==> src/rtl/ceespu_pkg.sv <==
// Shared widths, pipeline-entry type and tag-compare helper for the
// ceespu operand-forwarding logic.
package ceespu_pkg;

    localparam int XLEN = 32;
    localparam int NREG = 32;
    localparam int REGW = $clog2(NREG);
    localparam int NSRC = 3;

    // One tracked pipeline slot; the E slot leaves data at zero.
    typedef struct packed {
        logic                   valid;
        logic                   we;
        logic                   is_load;
        logic [REGW-1:0]        reg_d;
        logic [NSRC*REGW-1:0]   srcs;
        logic [NSRC-1:0]        use_s;
        logic [XLEN-1:0]        data;
    } stage_t;

    function automatic logic tag_match(
        input logic            en,
        input logic [REGW-1:0] src_tag,
        input logic [REGW-1:0] dst_tag,
        input bit              zero_reg
    );
        if (zero_reg && (src_tag == {REGW{1'b0}})) begin
            return 1'b0;
        end else begin
            return en && (src_tag == dst_tag);
        end
    endfunction

endpackage

==> src/rtl/ceespu_forward_unit_if.sv <==
// Decode/E-stage bus between the ceespu pipeline and its forwarding unit.
interface ceespu_forward_unit_if;

    logic                                                 I_stall;
    logic                                                 I_flush;
    logic                                                 I_dec_we;
    logic                                                 I_dec_isLoad;
    logic [ceespu_pkg::REGW-1:0]                          I_dec_regD;
    logic [ceespu_pkg::NSRC*ceespu_pkg::REGW-1:0]         I_dec_regS;
    logic [ceespu_pkg::NSRC-1:0]                          I_dec_useS;
    logic [ceespu_pkg::NSRC*ceespu_pkg::XLEN-1:0]         I_reg_data;
    logic [ceespu_pkg::XLEN-1:0]                          I_ex_result;
    logic [ceespu_pkg::XLEN-1:0]                          I_wb_result;
    logic [ceespu_pkg::NSRC*ceespu_pkg::XLEN-1:0]         O_operand;
    logic                                                 O_stall;
    logic                                                 O_ex_valid;
    logic [15:0]                                          O_hazard_cnt;

    modport master (
        output I_stall, I_flush, I_dec_we, I_dec_isLoad, I_dec_regD,
               I_dec_regS, I_dec_useS, I_reg_data, I_ex_result, I_wb_result,
        input  O_operand, O_stall, O_ex_valid, O_hazard_cnt
    );

    modport slave (
        input  I_stall, I_flush, I_dec_we, I_dec_isLoad, I_dec_regD,
               I_dec_regS, I_dec_useS, I_reg_data, I_ex_result, I_wb_result,
        output O_operand, O_stall, O_ex_valid, O_hazard_cnt
    );

endinterface

==> src/rtl/ceespu_forward_unit_fwd_mux.sv <==
// Per-source operand select: W result first, then the youngest matching
// older writer, else the register-file value.
module ceespu_fwd_mux
    import ceespu_pkg::*;
#(
    parameter int DEPTH    = 3,
    parameter bit ZERO_REG = 1'b1
) (
    input  logic [REGW-1:0]             i_tag,
    input  logic                        i_use,
    input  logic [XLEN-1:0]             i_reg_data,
    input  logic [XLEN-1:0]             i_wb_result,
    input  logic [DEPTH-1:0]            i_wr_en,
    input  logic [DEPTH*REGW-1:0]       i_wr_tag,
    input  logic [(DEPTH-1)*XLEN-1:0]   i_h_data,
    output logic [XLEN-1:0]             o_operand
);

    logic [XLEN-1:0] w_sel;

    // Oldest writer is applied first so younger hits overwrite it.
    always_comb begin
        w_sel = i_reg_data;
        for (int k = DEPTH - 1; k >= 1; k--) begin
            if (tag_match(i_wr_en[k], i_tag, i_wr_tag[k*REGW +: REGW], ZERO_REG)) begin
                w_sel = i_h_data[(k-1)*XLEN +: XLEN];
            end else begin
                w_sel = w_sel;
            end
        end
        if (tag_match(i_wr_en[0], i_tag, i_wr_tag[0 +: REGW], ZERO_REG)) begin
            w_sel = i_wb_result;
        end else begin
            w_sel = w_sel;
        end
        o_operand = i_use ? w_sel : i_reg_data;
    end

endmodule

==> src/rtl/ceespu_forward_unit.sv <==
// Operand forwarding and load-use hazard detection for the ceespu pipeline.
// Slot 0 of the tag pipeline is E, slot 1 is W, slots 2..DEPTH are H1..H(DEPTH-1).
module ceespu_forward_unit
    import ceespu_pkg::*;
#(
    parameter int DEPTH    = 3,
    parameter bit ZERO_REG = 1'b1
) (
    input  logic                  I_clk,
    input  logic                  I_rst_n,
    ceespu_forward_unit_if.slave  bus
);

    localparam int NST = DEPTH + 1;

    stage_t                     r_pipe [NST];
    logic [15:0]                r_hazard_cnt;

    stage_t                     w_dec_entry;
    stage_t                     w_e_next;
    stage_t                     w_w_next;
    stage_t                     w_h1_next;
    logic                       w_load_use;
    logic                       w_stall;
    logic [DEPTH-1:0]           w_wr_en;
    logic [DEPTH*REGW-1:0]      w_wr_tag;
    logic [(DEPTH-1)*XLEN-1:0]  w_h_data;
    logic [NSRC*XLEN-1:0]       w_operand;

    // Decode entry, load-use detection and next-slot contents.
    always_comb begin
        w_dec_entry         = '0;
        w_dec_entry.valid   = 1'b1;
        w_dec_entry.we      = bus.I_dec_we;
        w_dec_entry.is_load = bus.I_dec_isLoad;
        w_dec_entry.reg_d   = bus.I_dec_regD;
        w_dec_entry.srcs    = bus.I_dec_regS;
        w_dec_entry.use_s   = bus.I_dec_useS;

        w_load_use = 1'b0;
        for (int s = 0; s < NSRC; s++) begin
            w_load_use = w_load_use | (bus.I_dec_useS[s] &
                tag_match(1'b1, bus.I_dec_regS[s*REGW +: REGW], r_pipe[0].reg_d, ZERO_REG));
        end
        w_stall = r_pipe[0].valid & r_pipe[0].we & r_pipe[0].is_load & w_load_use & ~bus.I_flush;

        w_e_next       = (bus.I_flush || w_stall) ? stage_t'('0) : w_dec_entry;
        w_w_next       = r_pipe[0];
        w_w_next.data  = bus.I_ex_result;
        w_h1_next      = r_pipe[1];
        w_h1_next.data = bus.I_wb_result;
    end

    // Flatten the writer slots (W, H1..) into the mux-facing vectors.
    always_comb begin
        w_wr_en  = '0;
        w_wr_tag = '0;
        w_h_data = '0;
        for (int k = 0; k < DEPTH; k++) begin
            w_wr_en[k]                 = r_pipe[k+1].valid & r_pipe[k+1].we;
            w_wr_tag[k*REGW +: REGW]   = r_pipe[k+1].reg_d;
        end
        for (int k = 1; k < DEPTH; k++) begin
            w_h_data[(k-1)*XLEN +: XLEN] = r_pipe[k+1].data;
        end
    end

    // Tag pipeline advance and load-use counter; everything holds on I_stall.
    always_ff @(posedge I_clk or negedge I_rst_n) begin
        if (!I_rst_n) begin
            for (int i = 0; i < NST; i++) begin
                r_pipe[i] <= '0;
            end
            r_hazard_cnt <= 16'h0000;
        end else if (!bus.I_stall) begin
            r_pipe[0] <= w_e_next;
            r_pipe[1] <= w_w_next;
            r_pipe[2] <= w_h1_next;
            for (int k = 3; k < NST; k++) begin
                r_pipe[k] <= r_pipe[k-1];
            end
            if (w_stall && (r_hazard_cnt != 16'hFFFF)) begin
                r_hazard_cnt <= r_hazard_cnt + 16'd1;
            end else begin
                r_hazard_cnt <= r_hazard_cnt;
            end
        end else begin
            r_hazard_cnt <= r_hazard_cnt;
        end
    end

    for (genvar s = 0; s < NSRC; s++) begin : g_src
        ceespu_fwd_mux #(
            .DEPTH    (DEPTH),
            .ZERO_REG (ZERO_REG)
        ) u_mux (
            .i_tag       (r_pipe[0].srcs[s*REGW +: REGW]),
            .i_use       (r_pipe[0].use_s[s]),
            .i_reg_data  (bus.I_reg_data[s*XLEN +: XLEN]),
            .i_wb_result (bus.I_wb_result),
            .i_wr_en     (w_wr_en),
            .i_wr_tag    (w_wr_tag),
            .i_h_data    (w_h_data),
            .o_operand   (w_operand[s*XLEN +: XLEN])
        );
    end

    assign bus.O_operand    = w_operand;
    assign bus.O_stall      = w_stall;
    assign bus.O_ex_valid   = r_pipe[0].valid;
    assign bus.O_hazard_cnt = r_hazard_cnt;

endmodule
==> src/flat_wrapper.sv <==
// flat-port wrapper written by rule: the top's interface ports become plain ports
module ceespu_forward_unit_flat import ceespu_pkg::*;
#(
    parameter int DEPTH    = 3,
    parameter bit ZERO_REG = 1'b1
)
  (I_clk, I_rst_n, bus_I_stall, bus_I_flush, bus_I_dec_we, bus_I_dec_isLoad, bus_I_dec_regD, bus_I_dec_regS, bus_I_dec_useS, bus_I_reg_data, bus_I_ex_result, bus_I_wb_result, bus_O_operand, bus_O_stall, bus_O_ex_valid, bus_O_hazard_cnt);
  ceespu_forward_unit_if bus_i ();
  input  logic I_clk;
  input  logic I_rst_n;
  input wire logic [$bits(bus_i.I_stall)-1:0] bus_I_stall;
  input wire logic [$bits(bus_i.I_flush)-1:0] bus_I_flush;
  input wire logic [$bits(bus_i.I_dec_we)-1:0] bus_I_dec_we;
  input wire logic [$bits(bus_i.I_dec_isLoad)-1:0] bus_I_dec_isLoad;
  input wire logic [$bits(bus_i.I_dec_regD)-1:0] bus_I_dec_regD;
  input wire logic [$bits(bus_i.I_dec_regS)-1:0] bus_I_dec_regS;
  input wire logic [$bits(bus_i.I_dec_useS)-1:0] bus_I_dec_useS;
  input wire logic [$bits(bus_i.I_reg_data)-1:0] bus_I_reg_data;
  input wire logic [$bits(bus_i.I_ex_result)-1:0] bus_I_ex_result;
  input wire logic [$bits(bus_i.I_wb_result)-1:0] bus_I_wb_result;
  output wire logic [$bits(bus_i.O_operand)-1:0] bus_O_operand;
  output wire logic [$bits(bus_i.O_stall)-1:0] bus_O_stall;
  output wire logic [$bits(bus_i.O_ex_valid)-1:0] bus_O_ex_valid;
  output wire logic [$bits(bus_i.O_hazard_cnt)-1:0] bus_O_hazard_cnt;
  assign bus_i.I_stall = bus_I_stall;
  assign bus_i.I_flush = bus_I_flush;
  assign bus_i.I_dec_we = bus_I_dec_we;
  assign bus_i.I_dec_isLoad = bus_I_dec_isLoad;
  assign bus_i.I_dec_regD = bus_I_dec_regD;
  assign bus_i.I_dec_regS = bus_I_dec_regS;
  assign bus_i.I_dec_useS = bus_I_dec_useS;
  assign bus_i.I_reg_data = bus_I_reg_data;
  assign bus_i.I_ex_result = bus_I_ex_result;
  assign bus_i.I_wb_result = bus_I_wb_result;
  assign bus_O_operand = bus_i.O_operand;
  assign bus_O_stall = bus_i.O_stall;
  assign bus_O_ex_valid = bus_i.O_ex_valid;
  assign bus_O_hazard_cnt = bus_i.O_hazard_cnt;
  ceespu_forward_unit #(.DEPTH(DEPTH), .ZERO_REG(ZERO_REG)) u_core (.I_clk(I_clk), .I_rst_n(I_rst_n), .bus(bus_i));
endmodule
==> config.mk <==
export PLATFORM = sky130hd
export DESIGN_NAME = ceespu_forward_unit_flat
export DESIGN_NICKNAME = d
export VERILOG_FILES = /design/src/rtl/ceespu_pkg.sv /design/src/rtl/ceespu_forward_unit_if.sv /design/src/rtl/ceespu_forward_unit_fwd_mux.sv /design/src/rtl/ceespu_forward_unit.sv /design/src/flat_wrapper.sv
export SDC_FILE = /design/constraint.sdc
export NUM_CORES = 1
export LEC_CHECK = 0
export BUFFER_PORTS_ARGS = -buffer_cell sky130_fd_sc_hd__buf_2
export CAP_MARGIN = 15
export CORE_ASPECT_RATIO = 1.25
export CORE_MARGIN = 2
export CORE_UTILIZATION = 47
export DETAILED_ROUTE_END_ITERATION = 16
export PLACE_DENSITY = 0.78
export SYNTH_ARGS = -nofsm -noshare
export SYNTH_HDL_FRONTEND = slang
export SYNTH_SLANG_ARGS = --single-unit
==> constraint.sdc <==
create_clock -name I_clk -period 2.2 [get_ports I_clk]
set_input_delay 0.33 -clock I_clk [delete_from_list [all_inputs] [get_ports I_clk]]
set_output_delay 0.33 -clock I_clk [all_outputs]
set_load 0.02 [all_outputs]
## Word level (Yosys, flattened, before mapping)

Cells that the tools add are included.

| operators by class | value |
|---|---|
| eq/ne operators | 13 |
| bitwise gates (word level) | 14 |
| reductions and logical operators | 18 |
| $add $sub $neg | 1 |
| multiplexer cells | 25 |

Operators by type and width:

| cell | number |
|---|---|
| 32-bit 2-to-1 mux | 12 |
| 5-bit equality test | 12 |
| 58-bit 2-to-1 mux | 1 |
| 5-bit zero test | 6 |
| 16-bit by 1-bit adder with 16-bit output (second input constant) | 1 |
| 16-bit != test (second input constant) | 1 |
| 1-bit 2-to-1 mux | 12 |
| 1-bit bitwise AND | 10 |
| 1-bit logical AND | 10 |
| 1-bit inverter | 2 |
| 1-bit OR | 2 |
| 2-bit AND reduction | 1 |
| 1-bit logical OR | 1 |

| word-level totals | value |
|---|---|
| output and inout port bits | 114 |
| input bits | 189 |
| flip-flop bits (word level) | 127 |

## Longest topological paths before layout

Gate-level depths: netlist of run 1.

| depth | value |
|---|---|
| depth after elaboration | 9 |
| gate-level depth with buffers | 9 |

## Modules after synthesis

Synthesis of run 1 repeated with hierarchy kept, for this count alone.

| unflattened totals | value |
|---|---|
| cell total of the unflattened synthesis | 1,110 |
| area total of the unflattened synthesis | 10,906.7 sq um |

Modules (own cells, without submodules):

| module | times used | seq. area each (sq um) | area each (sq um) | cells each |
|---|---|---|---|---|
| ceespu_fwd_mux | 3 | 0.0 | 1,923.1 | 254 |
| ceespu_forward_unit | 1 | 3,178.0 | 5,137.4 | 348 |

## Worst setup path after synthesis of run 1

OpenSTA, ideal clock, no wires.

| timing | value |
|---|---|
| kind | register to output |
| from | register u_core.r_pipe[219] in the netlist's numbering |
| to | output bus_O_operand[65] |
| buffers on the path | 3 |
| slack | -252 ps |
| arrival | 2,122 ps |
| cell stages (with the launch flop) | 9 |
| cell sequence | dfrtp_1 -> clkbuf_1 -> xnor2_1 -> nand4_1 -> nor4_2 -> buf_2 -> buf_2 -> a211oi_1 -> o21ai_1 |

| on the way | value |
|---|---|
| word-level cells in the longest chain between the ends | 7 |
| elaborated cells between the ends (all ways) | 14 |
| those cells by class | eq/ne: 3; mux: 7; reduce/logical: 4 |

Ends and longest elaborated chain:

| item | RTL line | text |
|---|---|---|
| start: declaration | ceespu_forward_unit.sv:16 | `stage_t r_pipe [NST];` |
| start signal: indexed assignment | ceespu_forward_unit.sv:80 | `r_pipe[k] <= r_pipe[k-1];` |
| 5-bit equality test | ceespu_pkg.sv:30 | `return en && (src_tag == dst_tag);` |
| 1-bit logical AND | ceespu_pkg.sv:30 |  |
| 1-bit 2-to-1 mux | ceespu_pkg.sv:27 | `if (zero_reg && (src_tag == {REGW{1'b0}})) begin` |
| 32-bit 2-to-1 mux (2 in a row) | ceespu_forward_unit_fwd_mux.sv:25 | `if (tag_match(i_wr_en[k], i_tag, i_wr_tag[k*REGW +: REGW], ZERO_REG)) begin` |
| 32-bit 2-to-1 mux (*) | ceespu_forward_unit_fwd_mux.sv:31 | `if (tag_match(i_wr_en[0], i_tag, i_wr_tag[0 +: REGW], ZERO_REG)) begin` |
| 32-bit 2-to-1 mux (*) | ceespu_forward_unit_fwd_mux.sv:36 | `o_operand = i_use ? w_sel : i_reg_data;` |
| end: declaration | flat_wrapper.sv:21 | `output wire logic [$bits(bus_i.O_operand)-1:0] bus_O_operand;` |

Mark *: on every way between the ends. The rest lies on a longest branch, timed or not.

## Worst setup path in the final report of run 1

| timing | value |
|---|---|
| from | register u_core.r_pipe[218] in the netlist's numbering |
| to | output bus_O_operand[38] |

The elaborated chain is that of the path after synthesis.

==> results of run 1 <==
==> kinds of logic after synthesis <==
group / Yosys count / synth area share [%]
buffers and inverters: 91 / 4.66
AO/OA/AOI/OAI: 289 / 23.3
AND/OR/NAND/NOR: 252 / 15.5
XOR/XNOR: 72 / 6.98
flip-flops: 127 / 35.2
adder cells (fa/ha/maj): 1 / 0.138
multiplexers: 118 / 14.3
==> per-layer routing <==
metal / part of all wire, % / global-route usage [%]
met3: 7.6 / 7.16
met5: 0.040 / 0
met2: 51 / 57.6
met4: 4.9 / 18.7
met1: 37 / 39.5
==> report_power, final <==
part	internal [mW]	switching [mW]
sequential	2.58	0.351
combinational	1.37	1.35
clock	1.62	1.02
total	5.57	2.72
==> per-stage QoR <==
stage / util (%) / total power, mW / instances
6_report: 76.8 / 8.29 / 1559
3_3_place_gp: 63.6 / 5.04 / 1472
2_1_floorplan: - / 4.18 / 950
3_5_place_dp: 63.6 / 5.10 / 1472
5_1_grt: 76.8 / 8.58 / 1559
4_1_cts: 74.0 / 8.05 / 1544
==> worst max-delay path, delay by kind of cell (launching register included) <==
kind                   cells  cell delay (ns)
AOI/OAI and AO/OA          2             0.41
and+or+nand+nor            3             0.77
muxes                      1             0.20
DFF                        1             0.47
buffers and inverters      3             0.47
==> registers in the layout (all words and copies together) (netlist names) <==
name / count
u_core.r_pipe: 110
u_core.bus.O_hazard_cnt: 16
u_core.bus.O_ex_valid: 1
==> synthesized netlist by cell type (6+ instances only) <==
library cell	n	area [µm²]
a211oi_1	66	495
nand4_1	11	68.8
nand2_1	18	67.6
nand3_1	11	55.1
o221a_1	30	338
or4_1	6	45.0
xor2_1	34	298
nor2_1	81	304
a221o_1	32	320
o21ai_1	63	315
o21ai_0	32	160
buf_2	31	155
xnor2_1	38	333
mux2i_1	32	320
a21oi_1	32	160
nor2b_1	66	413
dfrtp_1	127	3180
mux2_2	85	957
nor3b_1	31	233
clkbuf_1	50	188
nor4_1	9	56.3
a22o_1	25	219
==> cell type report <==
type | instances | area (µm²) | area share [%]
inverters | 3 | 11.3 | 0.0778
clock inverters | 7 | 62.6 | 0.432
repair buffers | 433 | 3750 | 25.9
multi-input cells | 732 | 6690 | 46.2
well taps | 232 | 290 | 2.00
flip-flops and latches | 127 | 3200 | 22.1
clock buffers | 23 | 478 | 3.30
diodes | 2 | 5.00 | 0.0346
==> cells in the final DEF (no fill, tap or decap), drive strengths merged, types with 2 or more instances in the layout <==
cell type    n
buf        426
dfrtp      127
o21ai       95
mux2        86
nor2        83
nor2b       66
a211oi      66
xnor2       38
xor2        34
a221o       32
mux2i       32
a21oi       32
o221a       31
nor3b       31
clkbuf      28
a22o        25
nand2       18
nand4       11
nand3       11
nor4        11
or4          7
clkinv       5
inv          3
nor3         3
and3         3
and2         3
diode        2
or3          2
or2          2
o21a         2
==> repair_timing <==
action / 4_1_cts / 5_1_grt
resized for setup: 250 / 85
pin swaps: 56 / 41
setup endpoints to repair: 97 / 128
buffers inserted: 31 / 12
gates cloned: 11 / 6
hold buffers: 1 / 0
hold endpoints to repair: 33 / 0
==> path summary, 6_finish.rpt <==
| kind | start | end | cells after the start |
|---|---|---|---|
| max in group asynchronous | I_rst_n | u_core.r_pipe[76] | 3 |
| hold / removal | bus_I_dec_regD[1] | u_core.r_pipe[225] | 2 |
| setup reg to reg | u_core.r_pipe[225] | u_core.r_pipe[214] | 8 |
| min in group asynchronous | I_rst_n | u_core.r_pipe[224] | 2 |
| setup / recovery | u_core.r_pipe[218] | bus_O_operand[38] | 9 |
| hold reg to reg | u_core.bus.O_hazard_cnt[5] | u_core.bus.O_hazard_cnt[5] | 1 |
==> flow_metrics.tcl, run 1 <==
set metrics [dict create \
    yosys_most_used_dff "dfrtp_1" \
    vias 9976 \
    grt_pass1_wl_um 54100 \
    area_delta_synth_final_pct 60.2 \
    fin_ws_ns -0.879 \
    synthArstFlopShare_pct 100 \
    startpoint_type "flip-flop" \
    slowest_stage "or4_4" \
    initialDrtViolationCount 862 \
    synth_seq_cells 127 \
    status "complete, but fails checks" \
    wl_per_cell_um 23.8 \
    io_buffer_count 270 \
    drive_above_1_share_pct 58.2 \
    globalplace.congestion 0.917 \
    grt_max_degree 112 \
    r2r_slack_ns -0.07 \
    synth-edff-count 0 \
    ir_drop_mv 0.461 \
    failed_checks "setup timing" \
    netlist_instances 950 \
    clkSlewWorstSetupHoldPaths_ns 0.06 \
    ys_seq_area_share_pct 35.2 \
    cts.root.buffer_cell "clkbuf_16" \
    stdcell_area_mm2 0.0145 \
    antenna_found_initial 3 \
    drc 0 \
    nNetsFinal 1504 \
    tns_ns -76.69 \
    crit_chain "or4_4 -> nor2_4 -> nor4_4 -> buf_6 -> buf_4 -> mux2i_1 -> a211oi_2 -> a221o_1 -> buf_6" \
    syn_area_mm2 0.00904 \
    slew_violations 0 \
    cpMostUsedCell "buf_6" \
    cts_sinks 127 \
    finClkSkew_ns 0.00645 \
    path_class "flip-flop to output port" \
    avgSynthCellArea_um2 9.52 \
    cap_violations 0 \
    synth_fp_nets 1140 \
    synth_cell_types 49 \
    first_pass_iters 5 \
    cellPowerDensity_mw_per_mm2 573 \
    pin_count 303 \
    dp_hpwl_um 22600 \
    die_area_mm2 0.0204 \
    hold_path.class "primary input to flip-flop" \
    tightest_slew_ns 0.632 \
    end_kind "output port" \
    grt_usage_pct 33.9 \
    arrival_ns 2.75 \
    fin_crit_sh_pct 140 \
    fillCellCount 1167 \
    drt-total-wl_um 37200 \
    cts_buffers 17 \
    whs_ns 0.118 \
    placed_area_mm2 0.0120 \
    cts_tree "built" \
    die_h_um 159 \
    overflow 0 \
    first_global_vias 10200 \
    cp_data_required_time_ns 1.87 \
    initial_core_util_pct 48.0 \
    ant_nets 0 \
    insertion_delay_ns 0.43 \
    path_max_fanout 6 \
    p_leak_nw 6.21 \
    yosys_warnings 0 \
    num_rows 56 \
    clockBufferDepth 2 \
    layout_min_cycle_time_ns 3.08 \
    slew_headroom_pct 57.9 \
    finalHoldViolCount 0 \
    fmax_ghz 0.325 \
    viasPerCell 6.40 \
    cpPeakStageDelay_ns 0.57 \
    rsz0062_at_grt "yes" \
    die_x_um 128 \
    pre_cts_ws_ns -0.465 \
    setup_viol 118 \
    ctsHtreeMaxLevel 4 \
    core_region_area_mm2 0.0188 \
]
Note: power is estimated with default switching activity, not from simulation.
==> run 2, diff against run 1 <==
- CELL_PAD_IN_SITES_DETAIL_PLACEMENT: default -> 1
- CELL_PAD_IN_SITES_GLOBAL_PLACEMENT: default -> 2
- CORE_ASPECT_RATIO: 1.25 -> 0.75
- CORE_UTILIZATION: 47 -> 27
- PLACE_DENSITY: 0.78 -> 0.76
- SETUP_SLACK_MARGIN: default -> 0.5
==> run 2 against run 1 <==
The flow still finishes with violations (setup timing); cell count is 17% higher; largest power group is now clock; worst hold slack hardly changed; sequential power is 2% higher; first-iteration DRC count is 37% lower; critical path depth is 1 lower; highest routed layer is now met4; combinational power is 11% higher; via count is 0.84% lower; sequential share of layout area is 2.3 points lower.
==> flow_metrics.tcl, run 2 (synthesized netlist as in run 1, its figures left out) <==
set metrics [dict create \
    setup.worst_path.start "u_core.r_pipe[167]" \
    wl_per_cell_um 25.2 \
    cts.root.buffer_cell "clkbuf_16" \
    tightest_slew_ns 0.696 \
    status "complete, but fails checks" \
    initialDrtViolationCount 545 \
    cts_buffers 17 \
    fin_crit_sh_pct 143 \
    drc 0 \
    cp_data_required_time_ns 1.87 \
    layout_min_cycle_time_ns 3.14 \
    first_pass_iters 4 \
    globalplace.congestion 0.855 \
    layout_commonest_cell "buf_2" \
    startpoint_type "flip-flop" \
    grt_pass1_wl_um 66300 \
    grt_max_degree 112 \
    fmax_ghz 0.318 \
    pin_count 303 \
    end_kind "output port" \
    slew_violations 0 \
    cpPeakStageDelay_ns 0.54 \
    path_max_fanout 8 \
    p_leak_nw 6.83 \
    ant_nets 0 \
    rsz0062_at_grt "yes" \
    core_region_area_mm2 0.0327 \
    largest_reg_flops 110 \
    layout_common_cells "buf_2, buf_6, dfrtp_1" \
    nNetsFinal 1561 \
    clkSlewWorstSetupHoldPaths_ns 0.07 \
    die_h_um 162 \
    drive_above_1_share_pct 63.3 \
    hold_start "bus_I_dec_regD[2]" \
    hold_path.class "primary input to flip-flop" \
    dp_hpwl_um 28500 \
    path_buf_inv 2 \
    path_class "flip-flop to output port" \
    cellPowerDensity_mw_per_mm2 561 \
    arrival_ns 2.81 \
    drt-total-wl_um 46000 \
    first_global_vias 10400 \
    regMostFlops "u_core.r_pipe" \
    initial_core_util_pct 27.7 \
    overflow 0 \
    viasPerCell 5.42 \
    area_delta_synth_final_pct 78.6 \
    num_rows 57 \
    fin_ws_ns -0.941 \
    insertion_delay_ns 0.44 \
    slowest_stage "or4_4" \
    setup_viol 139 \
    crit_chain "xor2_1 -> or4_4 -> nor4_4 -> nand2b_4 -> buf_12 -> a211oi_2 -> a221o_1 -> buf_6" \
    clockBufferDepth 2 \
    die_area_mm2 0.0350 \
    slew_headroom_pct 53.6 \
    diodes 0 \
    utilization_pct 49.4 \
    cts_sinks 127 \
    ctsHtreeMaxLevel 4 \
    cap_violations 0 \
    grt_usage_pct 24.9 \
    failed_checks "setup timing" \
    cts_tree "built" \
    reg2reg_from "u_core.r_pipe[225]" \
    io_buffer_count 270 \
    finalHoldViolCount 0 \
    die_x_um 215 \
    whs_ns 0.118 \
    finClkSkew_ns 0.0119 \
    ir_drop_mv 0.564 \
    cp_top_family "simple AND/OR/NAND/NOR gates" \
    antenna_found_initial 0 \
    vias 9892 \
]
## run 2: cell count changes in the layout (fill, tap and decap cells not counted), moves of 10 or more
cell and delta:
a211oi_1 -24, buf_6 +50, a21oi_4 -14, a21oi_2 -15
buf_12 +10, mux2i_1 -12, buf_2 -21, a21oi_1 +29
a211oi_2 +19, nor2b_1 -11
## run 2: worst reg2reg max path: stages, from the launching register on
cell	delay, ns
dfrtp_2	0.45
or4_4	0.60
nand2_4	0.09
a211oi_4	0.07
or3_4	0.41
buf_6	0.13
buf_6	0.12
nor2_8	0.14
buf_12	0.14
buf_12	0.11
a22o_1	0.14
## run 2: layer usage
layer	share of wire [%]	GRT usage [%]
met3	4.4	3.40
met5	0	0
met4	1.6	6.08
met1	47	34.9
met2	47	40.6
## run 2: through the flow
stage | instances | TNS [ns] | power (mW) | worst slack [ns] | area [µm²]
CTS | 1809 | -81.66 | 8.80 | -0.923 | 15200
finish | 1825 | -90.30 | 9.06 | -0.941 | 16100
detailed placement | 1708 | -44.99 | 5.25 | -0.631 | 12600
global placement | 1708 | -43.51 | 5.19 | -0.547 | 12600
global route | 1825 | -101.22 | 9.41 | -1.02 | 16100
floorplan | 950 | -7.82 | 4.20 | -0.126 | 9960
## run 2: worst paths after layout
kind                                         endpoint  slack [ns]  cells after the start
min in group asynchronous  u_core.bus.O_hazard_cnt[3]        0.48                      2
max                                 bus_O_operand[56]       -0.94                      8
max in group asynchronous           u_core.r_pipe[77]        0.89                      3
min                                u_core.r_pipe[226]        0.12                      2
max reg2reg                        u_core.r_pipe[221]       -0.26                     10
min reg2reg                u_core.bus.O_hazard_cnt[5]        0.49                      1
## run 2: what timing repair did
item,in CTS,in global routing
resized for setup,300,155
setup endpoints to repair,139,139
pin swaps,59,60
gates cloned,19,6
hold buffers,1,0
setup buffers,50,10
hold endpoints to repair,61,0
## run 2: power breakdown
group	switching, mW	internal, mW	leakage, nW
Sequential	0.404	2.58	1.55
Combinational	1.44	1.57	4.98
Clock	1.17	1.89	0.291
## run 2: cell type report
| cell class | instances | area (µm²) |
|---|---|---|
| Clock inverter | 14 | 191 |
| Timing Repair Buffer | 488 | 4700 |
| Clock buffer | 17 | 425 |
| Sequential cell | 127 | 3200 |
| Multi-Input combinational cell | 734 | 7070 |
| Fill cell | 3521 | 16500 |
| Tap cell | 442 | 553 |
| Inverter | 3 | 11.3 |
